`config.mk`:
```
export PLATFORM = sky130hd
export DESIGN_NAME = hazard_scoreboard
export DESIGN_NICKNAME = d
export VERILOG_FILES = /design/src/rtl/hazard_scoreboard_pkg.sv /design/src/rtl/hazard_src_match.sv /design/src/rtl/hazard_scoreboard.sv
export SDC_FILE = /design/constraint.sdc
export NUM_CORES = 1
export LEC_CHECK = 0
export BUFFER_PORTS_ARGS = -buffer_cell sky130_fd_sc_hd__clkbuf_2
export CORE_MARGIN = 5
export CORE_UTILIZATION = 50
export CTS_BUF_LIST = sky130_fd_sc_hd__clkbuf_8 sky130_fd_sc_hd__clkbuf_16
export DETAILED_ROUTE_END_ITERATION = 6
export PLACE_DENSITY = 0.8
export SYNTH_ARGS = -nofsm -noshare
export SYNTH_HDL_FRONTEND = slang
export SYNTH_SLANG_ARGS = --single-unit
```
`constraint.sdc`:
```
create_clock -name clk -period 3.4 [get_ports clk]
set_clock_uncertainty 0.2 [all_clocks]
set_input_delay 0.68 -clock clk [delete_from_list [all_inputs] [get_ports clk]]
set_output_delay 0.68 -clock clk [all_outputs]
set_load 0.1 [all_outputs]
```
`src/rtl/hazard_scoreboard_pkg.sv`:
```
// Shared types and helpers for the hazard scoreboard: the in-flight writeback
// record and forward-select width derivation.
package hazard_scoreboard_pkg;

  // Record fields are sized for the largest supported configuration.
  localparam int unsigned REC_DEST_W = 8;
  localparam int unsigned REC_IDX_W  = 4;

  localparam int unsigned FWD_NONE = 0;

  typedef struct packed {
    logic                  valid;
    logic [REC_DEST_W-1:0] dest;
    logic                  wb_en;
    logic [REC_IDX_W-1:0]  avail_idx;
  } stage_rec_t;

  // Forward select encodes register file (0) or stage k-1 (k), so STAGES+1 codes.
  function automatic int unsigned fw_width(input int unsigned stages);
    return $clog2(stages + 1);
  endfunction

endpackage

```
`src/rtl/hazard_src_match.sv`:
```
// Matches one ID-stage source register against every in-flight record and
// reports the youngest matching stage and whether its result is forwardable yet.
module hazard_src_match
  import hazard_scoreboard_pkg::*;
#(
  parameter int unsigned REG_W  = 4,
  parameter int unsigned STAGES = 2,
  parameter int unsigned IDX_W  = 2
) (
  input  logic                    used,
  input  logic [REG_W-1:0]        addr,
  input  stage_rec_t [STAGES-1:0] recs,
  output logic                    hit,
  output logic [IDX_W-1:0]        idx,
  output logic                    avail
);

  // Walk oldest to youngest so the youngest match is the last one assigned.
  always_comb begin
    hit   = 1'b0;
    idx   = '0;
    avail = 1'b0;
    for (int i = STAGES - 1; i >= 0; i--) begin
      if (used && recs[i].valid && recs[i].wb_en &&
          (recs[i].dest == REC_DEST_W'(addr))) begin
        hit   = 1'b1;
        idx   = IDX_W'(i);
        avail = (REC_IDX_W'(i) >= recs[i].avail_idx);
      end
    end
  end

endmodule

```
`src/rtl/hazard_scoreboard.sv`:
```
// ID-stage hazard scoreboard: tracks in-flight writebacks, raises stalls and,
// in forwarding mode, selects the EXE operand bypass source per operand.
module hazard_scoreboard
  import hazard_scoreboard_pkg::*;
#(
  parameter int unsigned REG_W      = 4,
  parameter int unsigned NUM_SRC    = 3,
  parameter int unsigned STAGES     = 2,
  parameter int unsigned LOAD_AVAIL = 1,
  parameter int unsigned CNT_W      = 16,
  localparam int unsigned FW        = fw_width(STAGES)
) (
  input  logic                     clk,
  input  logic                     rst,
  input  logic                     id_valid,
  input  logic [REG_W-1:0]         id_dest,
  input  logic                     id_wb_en,
  input  logic                     id_is_load,
  input  logic [NUM_SRC*REG_W-1:0] src_addr,
  input  logic [NUM_SRC-1:0]       src_used,
  input  logic                     forward_en,
  input  logic                     flush,
  input  logic                     freeze,
  output logic                     hazard_detected,
  output logic [NUM_SRC*FW-1:0]    fwd_sel,
  output logic [CNT_W-1:0]         stall_count
);

  if (REG_W > REC_DEST_W) begin : g_bad_reg_w
    $error("REG_W exceeds record dest width");
  end
  if (LOAD_AVAIL < 1 || LOAD_AVAIL >= STAGES || STAGES >= (1 << REC_IDX_W)) begin : g_bad_avail
    $error("LOAD_AVAIL must satisfy 1 <= LOAD_AVAIL < STAGES");
  end

  stage_rec_t [STAGES-1:0] recs_q, recs_d;
  logic       [CNT_W-1:0]  cnt_q, cnt_d;

  logic [NUM_SRC-1:0] src_hit;
  logic [NUM_SRC-1:0] src_avail;
  logic [FW-1:0]      src_idx [NUM_SRC];
  logic [NUM_SRC-1:0] src_haz;

  for (genvar s = 0; s < NUM_SRC; s++) begin : g_src
    hazard_src_match #(
      .REG_W  (REG_W),
      .STAGES (STAGES),
      .IDX_W  (FW)
    ) u_match (
      .used  (src_used[s]),
      .addr  (src_addr[s*REG_W +: REG_W]),
      .recs  (recs_q),
      .hit   (src_hit[s]),
      .idx   (src_idx[s]),
      .avail (src_avail[s])
    );
  end

  // A younger unavailable match is final even if an older record could forward.
  always_comb begin
    src_haz = '0;
    fwd_sel = '0;
    for (int s = 0; s < NUM_SRC; s++) begin
      if (src_hit[s]) begin
        if (forward_en && src_avail[s]) begin
          fwd_sel[s*FW +: FW] = src_idx[s] + FW'(1);
        end else begin
          src_haz[s]          = 1'b1;
          fwd_sel[s*FW +: FW] = FW'(FWD_NONE);
        end
      end
    end
    hazard_detected = (|src_haz) && id_valid && !flush;
  end

  always_comb begin
    recs_d = recs_q;
    cnt_d  = cnt_q;
    if (!freeze) begin
      for (int i = STAGES - 1; i > 0; i--) begin
        recs_d[i] = recs_q[i-1];
      end
      recs_d[0] = '0;
      if (id_valid && !flush && !hazard_detected) begin
        recs_d[0].valid     = 1'b1;
        recs_d[0].dest      = REC_DEST_W'(id_dest);
        recs_d[0].wb_en     = id_wb_en;
        recs_d[0].avail_idx = id_is_load ? REC_IDX_W'(LOAD_AVAIL) : '0;
      end
      if (hazard_detected && (cnt_q != '1)) begin
        cnt_d = cnt_q + CNT_W'(1);
      end
    end
  end

  always_ff @(posedge clk or negedge rst) begin
    if (!rst) begin
      recs_q <= '0;
      cnt_q  <= '0;
    end else begin
      recs_q <= recs_d;
      cnt_q  <= cnt_d;
    end
  end

  assign stall_count = cnt_q;

endmodule

```
# Yosys cells after proc, flatten, opt, wreduce, memory -nomap -nowiden
# Cells that the tools add are included.
[totals] elab_cells=85 ff_bits=44 inputBits=27
[classes] reduce_logical=30 order_cmp=2 eq_ne=7 n_mux=32 n_bitwise=1 addsub=4
[ops] cell="equality test 8 x 4 -> 1 bit" n=6
[ops] cell="logical AND 1 bit" n=26
[ops] cell="2-to-1 mux 1 bit" n=25
[ops] cell="adder 16 x 1 -> 16 bit, second input constant" n=1
[ops] cell="inequality test 16 bit, second input constant" n=1
[ops] cell="2-to-1 mux 14 bit" n=1
[ops] cell="2-to-1 mux 2 bit" n=6
[ops] cell="greater-or-equal comparator 1 x 4 -> 1 bit, first input constant" n=2
[ops] cell="adder 2 x 1 -> 2 bit, second input constant" n=3
[ops] cell="OR reduction 3 bit" n=1
[ops] cell="logical NOT 1 bit" n=2
[ops] cell="AND reduction 2 bit" n=1
[ops] cell="inverter 1 bit" n=1

# Depth between registers and ports, before layout
# Gate-level depths: netlist (run 1).
[depth] depth_word=14 ltp_mapped=8 ltp_nobuf=7

# Hierarchy
# A second synthesis (run 1) with hierarchy kept.
[hier_totals] cells_unflattened=206 hier_area_um2=2057.0
[by_module_without_submodules] mod="hazard_scoreboard" instances=1 area_each_um2=1486.4 cells_each=131
[by_module_without_submodules] mod="hazard_src_match" instances=3 area_each_um2=190.2 cells_each=25

# Least setup slack after synthesis (run 1)
# Ideal clock, no wire load.
[synth_timing] path_kind="input port to output port" start="input port src_addr[1]" end="output port hazard_detected" path_slack_ps=-96 t_required_ps=2520 cell_stages=7 n_path_buf=1 arrival_time_ps=2616 path_cell_list="xor2_1 > nor3_1 > nand4_1 > a31o_1 > a22oi_4 > buf_6 > and3b_1"
[synth_between] elab_chain_len=10
[synth_rtl] item="from (decl)" line="hazard_scoreboard.sv:19" text="input logic [NUM_SRC*REG_W-1:0] src_addr,"
[synth_rtl] item="equality test 8 x 4 -> 1 bit" line="hazard_src_match.sv:25" text="(recs[i].dest == REC_DEST_W'(addr))) begin"
[synth_rtl] item="logical AND 1 bit" line="hazard_src_match.sv:24" text="if (used && recs[i].valid && recs[i].wb_en &&"
[synth_rtl] item="2-to-1 mux 1 bit (2 in series)" line="hazard_src_match.sv:24"
[synth_rtl] item="logical AND 1 bit" line="hazard_scoreboard.sv:65" text="if (forward_en && src_avail[s]) begin"
[synth_rtl] item="2-to-1 mux 1 bit" line="hazard_scoreboard.sv:65"
[synth_rtl] item="2-to-1 mux 1 bit *" line="hazard_scoreboard.sv:64" text="if (src_hit[s]) begin"
[synth_rtl] item="OR reduction 3 bit *" line="hazard_scoreboard.sv:73" text="hazard_detected = (|src_haz) && id_valid && !flush;"
[synth_rtl] item="logical AND 1 bit * (2 in series)" line="hazard_scoreboard.sv:73"
[synth_rtl] item="to (decl)" line="hazard_scoreboard.sv:24" text="output logic hazard_detected,"
# Mark *: on every way between the ends. The rest lies on a longest branch, timed or not.

# Worst setup path after layout (run 1)
[layout_timing] start="input port src_addr[5]" end="output port hazard_detected"
# Same word-level chain as after synthesis.

==> results of run 1 <==
## routing by layer
metal  global-route usage  up-vias  part of all wire
met3              0.04890        8             0.068
met2               0.3317       55              0.50
met4              0.07614        0             0.018
met5                    0        -                 0
met1               0.1919      645              0.42
li1                     -      644                 -
## cells in the mapped netlist
cell / instances
a22o_1: 6
buf_2: 1
a22oi_4: 1
buf_6: 1
a41oi_1: 1
and3b_1: 1
xnor2_1: 21
inv_1: 1
nand2_2: 1
a21o_1: 1
ha_1: 1
nor3_1: 4
mux2_2: 7
nand4b_1: 1
dfrtp_1: 29
nor4_1: 3
a31o_1: 1
nand4_1: 8
and2_1: 2
or3b_2: 1
xor2_1: 18
nand3_1: 12
and4_1: 2
nand2_1: 3
nor2_1: 5
clkbuf_1: 2
and3_1: 14
## stage by stage
| step | utilization | instance area (um2) | total power [W] | std cells | worst slack, ns |
|---|---|---|---|---|---|
| floorplan | - | 1615 | 0.0004189 | 148 | 0.08154 |
| global placement | 0.6268 | 1929 | 0.0004546 | 240 | 0.3195 |
| detailed placement | 0.6268 | 1929 | 0.0004596 | 240 | 0.2887 |
| CTS | 0.6537 | 2012 | 0.0007218 | 248 | 0.2779 |
| global route | 0.6537 | 2012 | 0.0007445 | 248 | 0.1641 |
| finish | 0.6537 | 2012 | 0.0007118 | 248 | 0.2611 |
## flip-flops by register name, indices dropped and copies added, names as in the netlist
| name | count |
|---|---|
| stall_count | 16 |
| recs_q | 13 |
## cell type report
| type | instances | area, um2 |
|---|---|---|
| clock buffers | 5 | 68.82 |
| clock inverters | 3 | 13.76 |
| fillers | 256 | 1066 |
| inverters | 1 | 3.754 |
| multi-input cells | 114 | 862.1 |
| flip-flops and latches | 29 | 725.7 |
| well taps | 44 | 55.05 |
| repair buffers | 52 | 282.8 |
## kinds of logic after synthesis
logic type      Yosys count  share of synthesized area
xor+xnor                 39                     0.2116
fa+ha+maj                 1                   0.007751
mux                       7                    0.04884
simple gates             57                     0.2039
flops                    29                     0.4496
buf+inv                   5                    0.01705
compound gates           10                    0.06124
## where the power goes
part | leakage [nW] | internal (W) | total, W | switching [W]
clock network | 0.0491 | 0.000138 | 0.000259 | 0.000121
registers | 0.398 | 0.000356 | 0.000372 | 0.0000153
logic | 0.595 | 0.0000385 | 0.0000813 | 0.0000427
## worst max-delay path by stage
stage	start	endpoint	slack (ns)	cells after the start
floorplan	src_addr[4]	fwd_sel[2]	0.08	4
global placement	src_addr[9]	hazard_detected	0.32	8
detailed placement	src_addr[5]	hazard_detected	0.29	8
CTS	src_addr[5]	hazard_detected	0.28	8
global route	src_addr[4]	hazard_detected	0.16	8
finish	src_addr[5]	hazard_detected	0.26	8
## cells in the final DEF, fill, tap and decap left out, drive strengths merged, types with 3 or more instances in the layout
master	n
nand3	12
xnor2	21
clkbuf	53
nor2	5
mux2	7
nand2	4
and3	14
xor2	18
buf	4
nand4	8
nor3	4
nor4	3
dfrtp	29
a22o	6
==> key figures, run 1 <==
Power
  • Lkg Pwr: 1.042 nW
  • IR drop worst, VDD: 0.0002254 V
  • Cell Pwr Density: 353.8 nW/um2

Global routing
  • Antenna violations before repair: 0
  • First-pass GRT wire length: 6.078 mm
  • Largest net degree at the start of global routing: 30
  • Global Route Usage Sum: 0.1807
  • Global route total overflow: 0
  • Vias in the first global route: 1419

Routing
  • DRT antenna net count: 0
  • Total number of vias: 1352
  • DR WL/cell: 14.88 um
  • DRT Pass-1 Iters: 4
  • Number of remaining DRC errors: 0
  • DR iter-0 viols: 54
  • Final WL: 3.689 mm
  • Vias per inst: 5.452

Synthesis
  • Synth top area share: 0.4496
  • Synth area leader: dfrtp_1
  • Mapped cell area: 1614 um2
  • Synth area leaders: dfrtp_1 (45%), xnor2_1 (11%), xor2_1 (9.8%), and3_1 (5.4%), mux2_2 (4.9%)
  • Register area share after synthesis: 0.4496
  • Yosys cell types: 27
  • Avg Cell Area, Syn: 10.91 um2
  • Synthesized flop and latch total: 29
  • Yosys Warn Count: 0
  • Post-Syn Nets: 176
  • Post-Synthesis Cells: 148

Clock network
  • # H-tree levels: 2
  • Clk Latency, worst-skew pair: 0.28 ns
  • Clk slew on worst S/H paths: 0.06 ns
  • Post-CTS Setup Bufs: 0
  • CTS Hold Bufs: 0
  • Num CTS Buffers: 5
  • Root Buffer: clkbuf_8
  • CTS tree: built
  • Post_cts resized: 0
  • Clk sinks: 29
  • Max Buffers Root-to-Sink: 2

STA
  • Slew Viols, Final: 0
  • Final period util: 0.9232
  • Worst Max-Slew Pin Slew: 0.6912 ns
  • Final setup viols: 0
  • Fmax: 318.6 MHz
  • Min Tclk post-route: 3.139 ns
  • Slew HR: 0.5392
  • Fin Hold WS: 0.2367 ns
  • Unrepaired setup endpoints after global routing: false
  • Final Hold Fails: 0
  • Setup TNS: 0 ns

Die
  • Starting Density: 0.5244
  • Die area: 4464 um2
  • Chip height: 66.82 um
  • FP Rows: 20
  • Top Ports: 50
  • Width of the die: 66.82 um
  • Core ar.: 3078 um2

Job
  • # Max-Cap Violations: 0

Placement
  • Hpwl dp: 2.882 mm
  • Port Buffers: 49
  • RePlAce Congestion: 0.9611

Worst setup path
  • Critical path class: primary input to output pin
  • R2R cell count: 8
  • CP endpoint kind: output pin
  • Critical path, cell by cell: clkbuf_2 -> xor2_1 -> nor3_1 -> nand4_1 -> a31o_1 -> a22oi_4 -> and3b_2 -> buf_12
  • Critical Path RT: 2.52 ns
  • CP Launch Type: primary input
  • Slowest-stage cell, CP: a31o_1
  • CP Max Fanout: 4
  • Worst path bufs/invs: 2
  • Delay-heaviest family, CP: simple AND/OR/NAND/NOR gates
  • WP data arrival: 2.26 ns
  • FF-to-FF Start: recs_q[6]
  • Reg2reg end: recs_q[4]
  • Reg2reg setup slack: 0.96 ns
  • Slowest stage delay, CP: 0.25 ns

Finish
  • Final nets: 231
  • Share of cells above drive strength 1: 0.3431
  • Synthesis-to-layout area growth: 24.65%
  • Diode count: 0

Min path
  • Min-delay worst type: primary input to asynchronous set/reset pin

Outcome
  • Status: finished clean
Power figures use the tool's default switching activity.
==> run 2, diff against run 1 <==
--- a/config.mk
+++ b/config.mk
@@ -7,10 +7,10 @@
 export LEC_CHECK = 0
 export BUFFER_PORTS_ARGS = -buffer_cell sky130_fd_sc_hd__clkbuf_2
 export CORE_MARGIN = 5
-export CORE_UTILIZATION = 50
+export CORE_UTILIZATION = 35
 export CTS_BUF_LIST = sky130_fd_sc_hd__clkbuf_8 sky130_fd_sc_hd__clkbuf_16
 export DETAILED_ROUTE_END_ITERATION = 6
-export PLACE_DENSITY = 0.8
+export PLACE_DENSITY = 0.65
 export SYNTH_ARGS = -nofsm -noshare
 export SYNTH_HDL_FRONTEND = slang
 export SYNTH_SLANG_ARGS = --single-unit
==> run 2 against run 1 <==
Net effect:
- final area increased by 0.12%
- wire length increased by 1.8%
- utilization decreased by 20 points
- cell count up 2.8%
- hold slack better by 0.0099 ns
- sequential share of layout area about the same
- non-clock buffer count down 1
- global-route usage fell by 5.2 points
- first-iteration DRC count decreased by 20%
- combinational power decreased by 2%
- register-to-register slack got worse by 0.03 ns
- critical path type is now register to output pin
==> key figures, run 2 (synthesized netlist as in run 1, its figures left out) <==
Outcome
  • Status: finished clean

STA
  • Fin Hold WS: 0.2467 ns
  • Final setup viols: 0
  • Setup TNS: 0 ns
  • Worst Max-Slew Pin Slew: 0.7201 ns
  • Worst Setup Slack, final: 0.2737 ns
  • Final period util: 0.9195
  • Slew Viols, Final: 0
  • Min Tclk post-route: 3.126 ns
  • Unrepaired setup endpoints after global routing: false
  • Slew HR: 0.5200
  • Final Hold Fails: 0
  • Fmax: 319.9 MHz

Routing
  • DRT Pass-1 Iters: 6
  • Total number of vias: 1314
  • Number of remaining DRC errors: 0
  • Final WL: 3.755 mm
  • Vias per inst: 5.153
  • DR WL/cell: 14.73 um
  • DRT antenna net count: 0
  • DR iter-0 viols: 43

Global routing
  • Global route total overflow: 0
  • Global Route Usage Sum: 0.1289
  • Largest net degree at the start of global routing: 30
  • Vias in the first global route: 1332
  • First-pass GRT wire length: 6.334 mm
  • Antenna violations before repair: 0

Finish
  • Count of non-filler cells in the finished layout: 255
  • Register area: 725.7 um2
  • Final nets: 230
  • Diode count: 0
  • Number of flip-flops in the largest register: 16
  • Post-route cell area: 2014 um2
  • Commonest non-fill, non-tap cell in the layout: clkbuf_2
  • Multi-input logic area: 862.1 um2
  • Most frequent cells in the layout: clkbuf_2 (48), dfrtp_1 (29), xnor2_1 (21), xor2_1 (18), and3_1 (14)
  • Share of cells above drive strength 1: 0.3399
  • Fillers: 446
  • Synthesis-to-layout area growth: 24.81%

Power
  • IR drop worst, VDD: 0.0001815 V
  • Cell Pwr Density: 356.0 nW/um2
  • Lkg Pwr: 1.037 nW

Clock network
  • Num CTS Buffers: 5
  • Clk slew on worst S/H paths: 0.07 ns
  • Post_cts resized: 0
  • Clk sinks: 29
  • Max Buffers Root-to-Sink: 2
  • CTS Hold Bufs: 0
  • # H-tree levels: 2
  • Root Buffer: clkbuf_8
  • Clk Latency, worst-skew pair: 0.28 ns
  • Post-CTS Setup Bufs: 0
  • CTS tree: built

Worst setup path
  • Critical Path RT: 2.52 ns
  • R2R cell count: 8
  • Critical path class: register to output pin
  • CP endpoint kind: output pin
  • CP Launch Type: register
  • WP data arrival: 2.25 ns
  • CP Max Fanout: 5

Die
  • Top Ports: 50
  • Width of the die: 77.91 um
  • Starting Density: 0.3656
  • Core ar.: 4414 um2
  • FP Rows: 24
  • Die area: 6070 um2
  • Chip height: 77.91 um

Placement
  • Port Buffers: 49
  • Placed inst area: 1932 um2
  • Hpwl dp: 2.864 mm
  • RePlAce Congestion: 0.8626
  • Cells after DPL: 247
  • DP Worst Slack: 0.2680 ns

Min path
  • Min-delay worst type: primary input to asynchronous set/reset pin

Job
  • # Max-Cap Violations: 0
[run 2: per-layer routing]
| layer | share of wire | routed length (um) | vias up | GRT usage |
|---|---|---|---|---|
| li1 | - | - | 639 | - |
| met1 | 0.46 | 1725 | 622 | 0.1684 |
| met2 | 0.44 | 1643 | 48 | 0.1937 |
| met3 | 0.089 | 336 | 5 | 0.04977 |
| met4 | 0.013 | 49 | 0 | 0.04730 |
| met5 | 0 | 0 | - | 0 |
[run 2: power breakdown]
group | leakage (nW) | internal [W] | switching [W]
Sequential | 0.398 | 0.000356 | 0.0000148
Clock | 0.0491 | 0.000138 | 0.000128
Combinational | 0.589 | 0.0000380 | 0.0000415
[run 2: path summary, 6_finish.rpt]
check                                 from         endpoint  slack (ns)
max                              recs_q[6]  hazard_detected        0.27
min                                    rst   stall_count[6]        0.25
max reg2reg                      recs_q[6]        recs_q[5]        0.93
min reg2reg                stall_count[14]  stall_count[14]        0.29
max in group asynchronous              rst   stall_count[4]        2.29
min in group clk           stall_count[14]  stall_count[14]        0.29
[run 2: final cells by class]
| cell class | count | area share |
|---|---|---|
| Multi-Input combinational cell | 114 | 0.4280 |
| Sequential cell | 29 | 0.3602 |
| Timing Repair Buffer | 51 | 0.1366 |
| Clock buffer | 5 | 0.03416 |
| Tap cell | 52 | 0.03230 |
| Clock inverter | 3 | 0.006832 |
| Inverter | 1 | 0.001863 |
[run 2: worst max-delay path, stage by stage, from the launching register on]
cell and delay [ns]:
dfrtp_1 0.46, xor2_1 0.19, nor3_1 0.21, nand4_1 0.19, a31o_1 0.29, a22oi_4 0.21, and3b_2 0.24, buf_12 0.17
[run 2: through the flow]
stage               total power, W  utilization
detailed placement       0.0004579       0.4376
floorplan                0.0004189            -
CTS                      0.0007306       0.4563
global route             0.0007582       0.4563
finish                   0.0007171       0.4563
global placement         0.0004565       0.4376
==> run 3, diff against run 2 <==
--- a/config.mk
+++ b/config.mk
@@ -6,11 +6,12 @@
 export NUM_CORES = 1
 export LEC_CHECK = 0
 export BUFFER_PORTS_ARGS = -buffer_cell sky130_fd_sc_hd__clkbuf_2
+export CAP_MARGIN = 20
 export CORE_MARGIN = 5
 export CORE_UTILIZATION = 35
 export CTS_BUF_LIST = sky130_fd_sc_hd__clkbuf_8 sky130_fd_sc_hd__clkbuf_16
 export DETAILED_ROUTE_END_ITERATION = 6
-export PLACE_DENSITY = 0.65
+export PLACE_DENSITY = 0.59
 export SYNTH_ARGS = -nofsm -noshare
 export SYNTH_HDL_FRONTEND = slang
 export SYNTH_SLANG_ARGS = --single-unit
==> run 3 against run 2 <==
Net effect:
- flip-flop and latch count is the same
- worst setup slack worse by 0.0011 ns
- total power down 0.98%
- wire length decreased by 1.9%
- critical path type unchanged
==> key figures, run 3 (synthesized netlist as in run 1, its figures left out) <==
Outcome
  • Status: finished clean

Finish
  • Fillers: 433
  • Final nets: 231
  • Most frequent cells in the layout: clkbuf_2 (48), dfrtp_1 (29), xnor2_1 (21), xor2_1 (18), and3_1 (14)
  • Synthesis-to-layout area growth: 25.27%
  • Register area: 725.7 um2
  • Multi-input logic area: 862.1 um2
  • Number of flip-flops in the largest register: 16
  • Diode count: 0
  • Share of cells above drive strength 1: 0.3431
  • Commonest non-fill, non-tap cell in the layout: clkbuf_2

STA
  • Fin Hold WS: 0.2486 ns
  • Final period util: 0.9198
  • Slew Viols, Final: 0
  • Unrepaired setup endpoints after global routing: false
  • Min Tclk post-route: 3.127 ns
  • Worst Max-Slew Pin Slew: 0.7114 ns
  • Setup TNS: 0 ns
  • Slew HR: 0.5257
  • Fmax: 319.8 MHz
  • Final Hold Fails: 0
  • Final setup viols: 0

Die
  • Die area: 6070 um2
  • Top Ports: 50
  • Starting Density: 0.3656
  • Chip height: 77.91 um
  • Core ar.: 4414 um2
  • FP Rows: 24
  • Width of the die: 77.91 um

Routing
  • Number of remaining DRC errors: 0
  • DR iter-0 viols: 37
  • DRT antenna net count: 0
  • DRT Pass-1 Iters: 4
  • Vias per inst: 5.141
  • Final WL: 3.683 mm
  • DR WL/cell: 14.39 um
  • Total number of vias: 1316

Worst setup path
  • R2R cell count: 8
  • CP Max Fanout: 5
  • Critical Path RT: 2.52 ns
  • WP data arrival: 2.25 ns
  • CP Launch Type: register
  • CP endpoint kind: output pin
  • Critical path class: register to output pin

Clock network
  • Post-CTS Setup Bufs: 0
  • # H-tree levels: 2
  • Clk Latency, worst-skew pair: 0.27 ns
  • Max Buffers Root-to-Sink: 2
  • Num CTS Buffers: 5
  • CTS tree: built
  • Root Buffer: clkbuf_8
  • Clk slew on worst S/H paths: 0.06 ns
  • Post_cts resized: 0
  • CTS Hold Bufs: 0
  • Clk sinks: 29

Global routing
  • Largest net degree at the start of global routing: 30
  • Global Route Usage Sum: 0.1229
  • Antenna violations before repair: 0
  • First-pass GRT wire length: 6.023 mm
  • Vias in the first global route: 1296
  • Global route total overflow: 0

Placement
  • Port Buffers: 49
  • RePlAce Congestion: 0.8169
  • Hpwl dp: 2.879 mm

Power
  • Cell Pwr Density: 351.2 nW/um2
  • Lkg Pwr: 1.042 nW
  • IR drop worst, VDD: 0.0002248 V

Job
  • # Max-Cap Violations: 0

Min path
  • Min-delay worst type: primary input to asynchronous set/reset pin
run 3: cell count changes in the layout (fill, tap and decap cells not counted), sizes merged:
| cell | change |
|---|---|
| buf | +1 |
run 3: final timing paths:
path / slack, ns / end / from
worst max-delay path: 0.27 / hazard_detected / recs_q[6]
worst min-delay path: 0.25 / stall_count[11] / rst
worst max register to register: 0.91 / recs_q[4] / recs_q[6]
worst min register to register: 0.29 / stall_count[11] / stall_count[11]
max in group asynchronous: 2.30 / recs_q[7] / rst
min in group clk: 0.29 / stall_count[11] / stall_count[11]
run 3: metrics by stage:
step / worst slack (ns) / utilization / area (um2) / power, W / std cells
CTS: 0.2538 / 0.4581 / 2022 / 0.0007245 / 256
detailed placement: 0.2793 / 0.4393 / 1939 / 0.0004579 / 248
global route: 0.1443 / 0.4581 / 2022 / 0.0007547 / 256
floorplan: 0.08154 / - / 1615 / 0.0004189 / 148
finish: 0.2726 / 0.4581 / 2022 / 0.0007101 / 256
global placement: 0.2735 / 0.4393 / 1939 / 0.0004581 / 248
run 3: layout make-up:
cell class              instances  area share
clock buffers                   5     0.03403
clock inverters                 3    0.006807
inverters                       1    0.001856
multi-input cells             114      0.4264
flip-flops and latches         29      0.3589
well taps                      52     0.03218
repair buffers                 52      0.1399
run 3: critical path: stages (launching register included):
cell and delay [ns]:
dfrtp_1 0.46, xor2_1 0.19, nor3_1 0.22, nand4_1 0.19, a31o_1 0.29, a22oi_4 0.21
and3b_2 0.24, buf_12 0.17
run 3: power by group:
part | switching [W] | total [W] | internal [W] | leakage, nW
logic | 0.0000409 | 0.0000793 | 0.0000385 | 0.595
clock network | 0.000121 | 0.000259 | 0.000138 | 0.0491
registers | 0.0000152 | 0.000372 | 0.000356 | 0.398
total | 0.000177 | 0.000710 | 0.000533 | 1.04
run 3: metal layers:
layer	global-route usage	wire length (um)
met2	0.1828	1637
met3	0.05671	274
met4	0.03547	9
met1	0.1605	1761
met5	0	0
